==> src/rtl/serial_capture_ctrl_pkg.sv <==
// Shared definitions for the serial capture controller: state encoding and default sizes.
package serial_capture_ctrl_pkg;

    // Default frame geometry; 2**SCC_CNT_W must equal SCC_WIDTH.
    localparam int unsigned SCC_WIDTH = 8;
    localparam int unsigned SCC_CNT_W = 3;

    // Controller states, encoding fixed so the state value is meaningful on a debug bus.
    typedef enum logic [1:0] {
        ST_IDLE  = 2'd0,
        ST_CLEAR = 2'd1,
        ST_SHIFT = 2'd2,
        ST_HOLD  = 2'd3
    } state_t;

    // True while the datapath is owned by an in-flight frame.
    function automatic logic state_is_busy(input state_t s);
        return (s == ST_CLEAR) || (s == ST_SHIFT);
    endfunction

endpackage

==> src/rtl/serial_capture_ctrl_shift_count.sv <==
// Serial-in shift register with a wrapping bit counter and a last-bit carry pulse.
module shift_count_unit
    import serial_capture_ctrl_pkg::*;
#(
    parameter int unsigned WIDTH = SCC_WIDTH,
    parameter int unsigned CNT_W = SCC_CNT_W
) (
    input  logic             clk,
    input  logic             rst,
    input  logic             clr,
    input  logic             en,
    input  logic             serin,
    output logic [WIDTH-1:0] shreg,
    output logic [CNT_W-1:0] cnt,
    output logic             co
);

    localparam logic [CNT_W-1:0] CNT_LAST = CNT_W'(WIDTH - 1);

    // Shift in MSB-first, count bits, and pulse co on the edge that takes the last bit.
    always_ff @(posedge clk or posedge rst) begin
        if (rst) begin
            shreg <= '0;
            cnt   <= '0;
            co    <= 1'b0;
        end else if (clr) begin
            shreg <= '0;
            cnt   <= '0;
            co    <= 1'b0;
        end else if (en) begin
            shreg <= {shreg[WIDTH-2:0], serin};
            cnt   <= cnt + CNT_W'(1);
            co    <= (cnt == CNT_LAST);
        end else begin
            co    <= 1'b0;
        end
    end

endmodule

==> src/rtl/serial_capture_ctrl.sv <==
// Sequencing controller: clears the shift/count datapath, captures WIDTH serial bits,
// then presents the word under a valid/ready handshake.
module serial_capture_ctrl
    import serial_capture_ctrl_pkg::*;
#(
    parameter int unsigned WIDTH = SCC_WIDTH,
    parameter int unsigned CNT_W = SCC_CNT_W
) (
    input  logic             clk,
    input  logic             rst,
    input  logic             go,
    input  logic             abort,
    input  logic             serin,
    input  logic             data_ready,
    output logic             busy,
    output logic [CNT_W-1:0] cnen,
    output logic             co,
    output logic [WIDTH-1:0] data_out,
    output logic             data_valid,
    output logic             ovr
);

    localparam logic [CNT_W-1:0] CNT_LAST = CNT_W'(WIDTH - 1);

    state_t           state;
    state_t           state_nxt;
    logic             dp_clr;
    logic             dp_en;
    logic             capture;
    logic [WIDTH-1:0] shreg;
    logic             shreg_msb_unused;

    // The oldest bit leaves the register on the capture edge; the word is rebuilt with serin.
    assign shreg_msb_unused = shreg[WIDTH-1];

    // Final bit of the frame is being shifted in on this edge.
    assign capture = dp_en && (cnen == CNT_LAST);

    // State register.
    always_ff @(posedge clk or posedge rst) begin
        if (rst) begin
            state <= ST_IDLE;
        end else begin
            state <= state_nxt;
        end
    end

    // Next-state decode; abort overrides every transition.
    always_comb begin
        state_nxt = state;
        if (abort) begin
            state_nxt = ST_IDLE;
        end else begin
            case (state)
                ST_IDLE: begin
                    if (go) begin
                        state_nxt = ST_CLEAR;
                    end
                end
                ST_CLEAR: begin
                    state_nxt = ST_SHIFT;
                end
                ST_SHIFT: begin
                    if (cnen == CNT_LAST) begin
                        state_nxt = ST_HOLD;
                    end
                end
                ST_HOLD: begin
                    if (data_ready) begin
                        state_nxt = go ? ST_CLEAR : ST_IDLE;
                    end
                end
                default: begin
                    state_nxt = ST_IDLE;
                end
            endcase
        end
    end

    // State-decoded outputs and datapath controls; abort also zeroes the counter.
    always_comb begin
        busy       = state_is_busy(state);
        data_valid = 1'b0;
        dp_clr     = abort;
        dp_en      = 1'b0;
        case (state)
            ST_CLEAR: dp_clr     = 1'b1;
            ST_SHIFT: dp_en      = !abort;
            ST_HOLD:  data_valid = 1'b1;
            default:  ;
        endcase
    end

    // Datapath owning bit sampling, bit count and the last-bit pulse.
    shift_count_unit #(
        .WIDTH (WIDTH),
        .CNT_W (CNT_W)
    ) u_shift_count (
        .clk   (clk),
        .rst   (rst),
        .clr   (dp_clr),
        .en    (dp_en),
        .serin (serin),
        .shreg (shreg),
        .cnt   (cnen),
        .co    (co)
    );

    // Captured word register and sticky overrun flag; abort leaves both untouched.
    always_ff @(posedge clk or posedge rst) begin
        if (rst) begin
            data_out <= '0;
            ovr      <= 1'b0;
        end else begin
            if (capture) begin
                data_out <= {shreg[WIDTH-2:0], serin};
            end
            if (!abort) begin
                if (state == ST_CLEAR) begin
                    ovr <= 1'b0;
                end else if ((state == ST_HOLD) && go && !data_ready) begin
                    ovr <= 1'b1;
                end
            end
        end
    end

endmodule
==> config.mk <==
export PLATFORM = sky130hd
export DESIGN_NAME = serial_capture_ctrl
export DESIGN_NICKNAME = d
export VERILOG_FILES = /design/src/rtl/serial_capture_ctrl_pkg.sv /design/src/rtl/serial_capture_ctrl_shift_count.sv /design/src/rtl/serial_capture_ctrl.sv
export SDC_FILE = /design/constraint.sdc
export NUM_CORES = 1
export LEC_CHECK = 0
export ABC_AREA = 0
export BUFFER_PORTS_ARGS = -buffer_cell sky130_fd_sc_hd__buf_4
export CORE_MARGIN = 4
export CORE_UTILIZATION = 35
export DETAILED_ROUTE_END_ITERATION = 8
export PLACE_DENSITY = 0.64
export SYNTH_ARGS = -nofsm -noshare
export SYNTH_HDL_FRONTEND = slang
export SYNTH_SLANG_ARGS = --single-unit
==> constraint.sdc <==
create_clock -name clk -period 1.9 [get_ports clk]
set_clock_uncertainty 0.05 [all_clocks]
set_input_delay 0.095 -clock clk [delete_from_list [all_inputs] [get_ports clk]]
set_output_delay 0.095 -clock clk [all_outputs]
set_load 0.03 [all_outputs]
# Word-level counts from Yosys, hierarchy flattened
# Cells that the tools add are included.
[word_totals] reg_bits=22 inputBits=6 out_inout_bits=15 word_cells=43
[classes] n_addsub=1 eq_ne=7 mux=17 n_bitwise=1 n_reduce_logical=11
[ops] cell="$mux W7" count=2
[ops] cell="$ne A3 B3 Y1 const B" count=3
[ops] cell="$mux W1" count=8
[ops] cell="$mux W2" count=4
[ops] cell="$pmux W2 S4" count=1
[ops] cell="$mux W3" count=2
[ops] cell="$eq A2 B2 Y1 const B" count=2
[ops] cell="$reduce_bool A2 Y1" count=2
[ops] cell="$add A3 B1 Y3 const B" count=1
[ops] cell="$eq A3 B3 Y1 const B" count=1
[ops] cell="$logic_and A1 B1 Y1" count=3
[ops] cell="$reduce_and A3 Y1" count=1
[ops] cell="$eq A2 B1 Y1 const B" count=1
[ops] cell="$logic_not A1 Y1" count=2
[ops] cell="$logic_not A2 Y1" count=1
[ops] cell="$reduce_and A2 Y1" count=1
[ops] cell="$logic_or A1 B1 Y1" count=1
[ops] cell="$not A1 Y1" count=1

# Logic depth before layout (Yosys ltp)
# Gate-level depths: netlist of the first run.
[logic_depth] word_depth=5 depth_mapped=5 mapped_depth_nobuf=5

# Hierarchy
# Synthesis of the first run repeated with hierarchy kept, for this count alone.
[hier_totals] cells_unflattened=86 hier_area_um2=1059.8
[by_module_without_submodules] module="serial_capture_ctrl" instances=1 cells_each=45 area_per_inst_um2=556.8 seq_area_each_um2=275.3
[by_module_without_submodules] module="shift_count_unit" instances=1 cells_each=41 area_per_inst_um2=503.0 seq_area_each_um2=300.3

# Worst setup path before layout of the first run
# Ideal clock, no wire load.
[synth_path] path_kind="reg-to-reg" start="register u_shift_count.cnt[0]" end="register state[0]" setup_time_ps=125 arrival_time_ps=1621 required_ps=1725 setup_slack_ps=104 path_stages_with_launch=6 n_path_buf=0 period_less_slack_ps=1796 path_cell_list="dfrtp_1 -> ha_1 -> ha_1 -> inv_1 -> a222oi_1 -> mux2_2"
[synth_via] elab_chain_len=3
[synth_lines] element="start: declaration" line="serial_capture_ctrl_shift_count.sv:14" source="output logic [CNT_W-1:0] cnt,"
[synth_lines] element="start signal: assignment" line="serial_capture_ctrl_shift_count.sv:32" source="cnt <= cnt + CNT_W'(1);"
[synth_lines] element="$eq A3 B3 Y1" line="serial_capture_ctrl.sv:64" source="if (cnen == CNT_LAST) begin"
[synth_lines] element="$ne A3 B3 Y1 (no source line)"
[synth_lines] element="$reduce_and A3 Y1 (no source line)"
[synth_lines] element="end signal: assignment" line="serial_capture_ctrl.sv:44" source="state <= state_nxt;"
[synth_lines] element="end: declaration" line="serial_capture_ctrl.sv:25" source="state_t state;"
# No other way between the ends.
# A chain may end at the register's enable or synchronous reset.

# Final worst setup path of the first run
[layout_path] start="register state[0]" end="register state[0]"
[layout_via] elab_chain_len=3 elab_cells_between_ends=10 classes_between="6 x eq/ne; 2 x mux; 2 x reduce/logical"
[layout_lines] element="$eq A2 B2 Y1, or another cell as far along" line="serial_capture_ctrl.sv:54" source="case (state)"
[layout_lines] element="$pmux W2 S4 / $ne A3 B3 Y1 (equally long branches)"
[layout_lines] element="$mux W2 / $reduce_and A3 Y1 (equally long branches)"
# Parallel ways exist; a longest one is shown, timed or not.

==> results of run 1 <==
worst reg2reg max path, stage by stage, from the launching register on:
cell and delay, ps:
dfrtp_1 400, inv_1 90, ha_1 220, a222oi_1 500, mux2_2 390
cell type report:
type / count / area (µm²) / area share (%)
clock inverter: 1 / 30.0 / 2.42
inverter: 7 / 26.3 / 2.12
multi-input combinational: 47 / 389 / 31.4
tap: 30 / 37.5 / 3.02
clock buffer: 3 / 22.5 / 1.81
timing repair buffer: 24 / 185 / 14.9
sequential: 22 / 551 / 44.4
synthesized netlist by cell type:
master and instances:
dfrtp_1 22, nor2_1 13, mux2i_1 10, mux2_2 9, inv_1 7, ha_1 6, nand2_1 2, a211oi_1 1
a21oi_1 1, a222oi_1 1, a41oi_1 1, buf_2 1, clkbuf_1 1, nand3_2 1, or2_2 1, xnor2_1 1
per-layer routing:
| metal | vias to the layer above | wire length (µm) |
|---|---|---|
| met2 | 18 | 903 |
| met5 | - | 0 |
| met3 | 0 | 119 |
| met1 | 331 | 741 |
| li1 | 311 | - |
| met4 | 0 | 0 |
cells by family after synthesis:
logic type,synth area share (%)
muxes,20.7
DFF,56.5
and+or+nand+nor,7.45
adders and majority gates,7.70
buffers and inverters,3.59
xor gates and xnor gates,0.899
AOI/OAI and AO/OA,3.21
state kept, by name, summed over array words and instances (netlist names):
register / flops
data_out: 8
u_shift_count.shreg: 7
u_shift_count.cnt: 3
state: 2
ovr: 1
u_shift_count.co: 1
power breakdown:
group          switching, mW  total, mW  internal [mW]
clock                  0.132      0.345          0.213
sequential            0.0268      0.524          0.497
combinational          0.210      0.366          0.155
total                  0.369       1.23          0.865
worst max-delay path by stage:
stage	slack, ps	depth (start not counted)	from	to
finish	150	4	state[0]	state[0]
global route	60	5	u_shift_count.cnt[0]	state[0]
CTS	150	5	u_shift_count.cnt[0]	state[0]
detailed placement	170	4	state[0]	state[0]
global placement	200	5	u_shift_count.cnt[0]	state[0]
floorplan	100	5	u_shift_count.cnt[0]	state[0]
metrics by stage:
| stage | worst slack (ps) | std cells | area [µm²] | util (%) |
|---|---|---|---|---|
| finish | 147 | 134 | 1240 | 48.3 |
| global route | 59.1 | 134 | 1240 | 48.3 |
| CTS | 149 | 134 | 1240 | 48.3 |
| detailed placement | 165 | 128 | 1170 | 45.5 |
| global placement | 201 | 128 | 1170 | 45.5 |
| floorplan | 104 | 78 | 975 | - |
what timing repair did:
item                                   CTS  global route
endpoints found under the hold margin   23             0
setup buffers                            0             0
hold buffers                             2             0
==> metrics, run 1 <==
status finished clean; Max Buffers Root-to-Sink 2; Post-DP HPWL 1.36 mm; synth warn 0; post-DR vias/cell 4.93; layout cell share with drive strength beyond 1 35.6%; CP max stage cell a222oi_1; core box area 0.00257 mm²; number of synthesized register bits 22; met3 usage 2.13%; Post-Syn Nets 90; Static Leak 0.647 nW; die height 60.8 µm; synthesized area per cell 12.5 µm²; GRT Util Overall 11.1%; total clock sinks 22; Startpoint Class flop; Setup CP Type reg2reg; post-synth design cell area 975 µm²; TritonCTS clock tree yes; Layout area overhead 27.3%; initial antenna violation count 0; crit-path max FO 3; crit end category flop; clk_lat worst skew 300 ps; Reg clk slew, reported paths 120 ps; Max Cap Viol 0; number of routed nets with antenna violations 0; Hold Crit Class in2reg; Initial Util 38.0%; Synth top area share 56.5%; first-pass GRT wire length 3.11 mm; crit-path cells inv_1, ha_1, a222oi_1, mux2_2; FF-to-FF End state[0]; DR pass1 iterations 4; Hold WS 90.6 ps; I/O Pins 21; commonest cells after routing, fill and taps aside 22 x dfrtp_1, 22 x buf_4, 13 x nor2_1; endpoints failing hold 0; Syn Inst Count 78; Fillers 254; DRT iter0 DRCs 12; IO Port Bufs 20; die area 0.00369 mm²; Worst path max stage delay 500 ps; start point of the worst hold path go; Worst Path Required 2040 ps; Ant. Diodes 0; unrepaired setup endpoints after global routing no; die span in x 60.8 µm; sequential cell area fraction in the yosys report 56.5%; R2R setup slack 150 ps; Finish-stage setup viols 0; gr busiest metal met2; Worst Reg-to-Reg Cells 4; largest net degree at the start of global routing 23; Max Slew Vio Count 0; Period minus WS final 1750 ps; Fmax 0.571 GHz; Worst Path Arrival 1900 ps; # DRC 0; Rows 18; dominant cells by area after synthesis dfrtp_1 56%, mux2_2 10%, mux2i_1 10%; # resized after CTS 0; WL per Instance 13.2 µm; Global Route met1 Usage 12.9%; vias in the first global route 721; Reg-to-Reg Start state[0]; fin crit share 92.3%; via count 660; Setup TNS 0 ps; cell taking the most area after synthesis dfrtp_1; Final Power 1.23 mW; CTS root buf clkbuf_4; Overflow after GRT 0; Min-Delay Endpoint ovr; hold path cells 3; Final #Nets 117; H-tree Lvls 1; CTS buffer count 3; Routed WL 1.76 mm; Placer Congestion 0.745; relative max-transition margin 66.4%; PD cells 994 mW/mm²; Netlist cell types 16; Slew @ Worst Pin 505 ps; Top delay family on crit path compound AO/OA/AOI/OAI gates; peak supply drop 0.633 mV; met2 Use GR 20.5%; Worst Path Buf+Inv 1
Note: power is estimated with default switching activity, not from simulation.
==> run 2, diff against run 1 <==
Settings changed: CORE_MARGIN 4 to 3.
==> metrics, run 2 (same netlist as run 1, synthesis figures left out) <==
vias in the first global route 687 (-4.7%); Min-Delay Endpoint state[1]; Overflow after GRT 0 (unchanged); relative max-transition margin 69.5% (+3.1 points); endpoints failing hold 0 (unchanged); max FFs per register 8 (unchanged); CTS root buf clkbuf_4; Worst Path Arrival 1850 ps (-50 ps); H-tree Lvls 1 (unchanged); Routed WL 1.68 mm (-4.6%); Worst Path Required 2050 ps (about the same); Placer Congestion 0.684 (-8.1%); peak supply drop 0.644 mV (+1.7%); Fillers 247 (-2.8%); Reg-to-Reg Start state[0]; FF-to-FF End state[0]; Slew @ Worst Pin 458 ps (-46.8 ps); crit-path cells inv_1, ha_1, a222oi_1, mux2_2; first-pass GRT wire length 3.01 mm (-3.1%); hold path cells 4 (+1); commonest cells after routing, fill and taps aside 22 x dfrtp_1, 22 x buf_4, 13 x nor2_1; PD cells 934 mW/mm² (-6.1%); core box area 0.00257 mm² (unchanged); Reg clk slew, reported paths 110 ps (about the same); post-DR vias/cell 4.84 (-1.8%); total clock sinks 22 (unchanged); die height 58.8 µm (-3.3%); Top reg by flops data_out; Initial Util 38.0% (unchanged); Worst Path Buf+Inv 1 (unchanged); initial antenna violation count 0 (unchanged); TritonCTS clock tree yes; crit end category flop; die span in x 58.8 µm (-3.3%); Layout area overhead 25.7%; WL per Instance 12.6 µm (-4.6%); Period minus WS final 1700 ps (-52.0 ps); CTS buffer count 3 (unchanged); Fmax 0.588 GHz (+3.1%); Static Leak 0.640 nW (-1.1%); # DRC 0 (unchanged); Max Cap Viol 0 (unchanged); post-CTS setup buffers 0 (unchanged); fin cells 134 (unchanged); Final #Nets 117 (unchanged); Post-DP HPWL 1.22 mm (-10%); die area 0.00345 mm² (-6.5%); start point of the worst hold path abort; Final Power 1.14 mW (-7.3%); Finish-stage setup viols 0 (unchanged); Rows 18 (unchanged); final core utilization 47.7% (-0.63 points); layout cell share with drive strength beyond 1 35.6% (unchanged); Worst Reg-to-Reg Cells 4 (unchanged); clk_lat worst skew 300 ps (about the same); fin crit share 89.5% (-2.7 points); Setup CP Type reg2reg; Top Registers data_out x8, u_shift_count.shreg x7, u_shift_count.cnt x3; Top delay family on crit path compound AO/OA/AOI/OAI gates; largest net degree at the start of global routing 23 (unchanged); CP max stage cell a222oi_1; I/O Pins 21 (unchanged); number of routed nets with antenna violations 0 (unchanged); Setup TNS 0 ps (unchanged); via count 648 (-1.8%); status finished clean; DR pass1 iterations 4 (unchanged); GRT Util Overall 11.3% (+0.20 points); Ant. Diodes 0 (unchanged); placed cells 128 (unchanged); Max Buffers Root-to-Sink 2 (unchanged); IO Port Bufs 20 (unchanged); Hold Crit Class in2reg; unrepaired setup endpoints after global routing no; Max Slew Vio Count 0 (unchanged); crit-path max FO 3 (unchanged); Worst path max stage delay 460 ps (-40 ps); Startpoint Class flop; Hold WS 89.4 ps (-1.26 ps); R2R setup slack 200 ps (+50 ps); DRT iter0 DRCs 11 (-1)
[run 2: changes by cell type in the layout (fill, tap and decap cells not counted)]
cell | previous run | this run
bufinv_16 | 1 | 0
clkbuf_8 | 0 | 1
[run 2: what timing repair did]
item / in CTS / in global routing
hold buffers: 2 / 0
endpoints found under the hold margin: 24 / 0
gates resized for setup: 0 / 0
[run 2: metrics by stage]
| step | instance area, µm² | worst slack (ps) |
|---|---|---|
| 2_1_floorplan | 975 | 104 |
| 3_3_place_gp | 1170 | 281 |
| 3_5_place_dp | 1170 | 227 |
| 4_1_cts | 1220 | 194 |
| 5_1_grt | 1220 | 82.7 |
| 6_report | 1220 | 199 |
[run 2: worst min-delay path, stage by stage]
cell and delay, ps:
buf_4 100, inv_1 80, nand2_1 80, mux2i_1 50
[run 2: report_power, final]
part / leakage, nW / internal, mW / switching (mW) / total [mW]
clock network: 0.0210 / 0.117 / 0.134 / 0.250
registers: 0.305 / 0.497 / 0.0252 / 0.522
logic: 0.313 / 0.157 / 0.215 / 0.371
[run 2: area by class of cell]
type	instances	area (µm²)	share of cell area, %
multi-input cells	47	389	31.8
inverters	7	26.3	2.15
well taps	30	37.5	3.06
clock buffers	4	36.3	2.96
repair buffers	24	185	15.1
flip-flops and latches	22	551	44.9
[run 2: how the worst max path moves through the flow]
stage,start,end,cells after the start
after floorplan,u_shift_count.cnt[0],state[0],5
after global placement,u_shift_count.cnt[0],state[0],5
after detailed placement,state[0],state[0],4
after CTS,state[0],state[0],4
after global routing,state[0],state[0],4
final,state[0],state[0],4
[run 2: metal layers]
| metal | global-route usage (%) | wire length (µm) | up-vias | share of wire [%] |
|---|---|---|---|---|
| met5 | 0 | 0 | - | 0 |
| met4 | 5.50 | 0 | 0 | 0 |
| met2 | 17.8 | 813 | 16 | 48 |
| met3 | 3.07 | 88 | 0 | 5.2 |
| met1 | 14.3 | 780 | 321 | 46 |
| li1 | - | - | 311 | - |
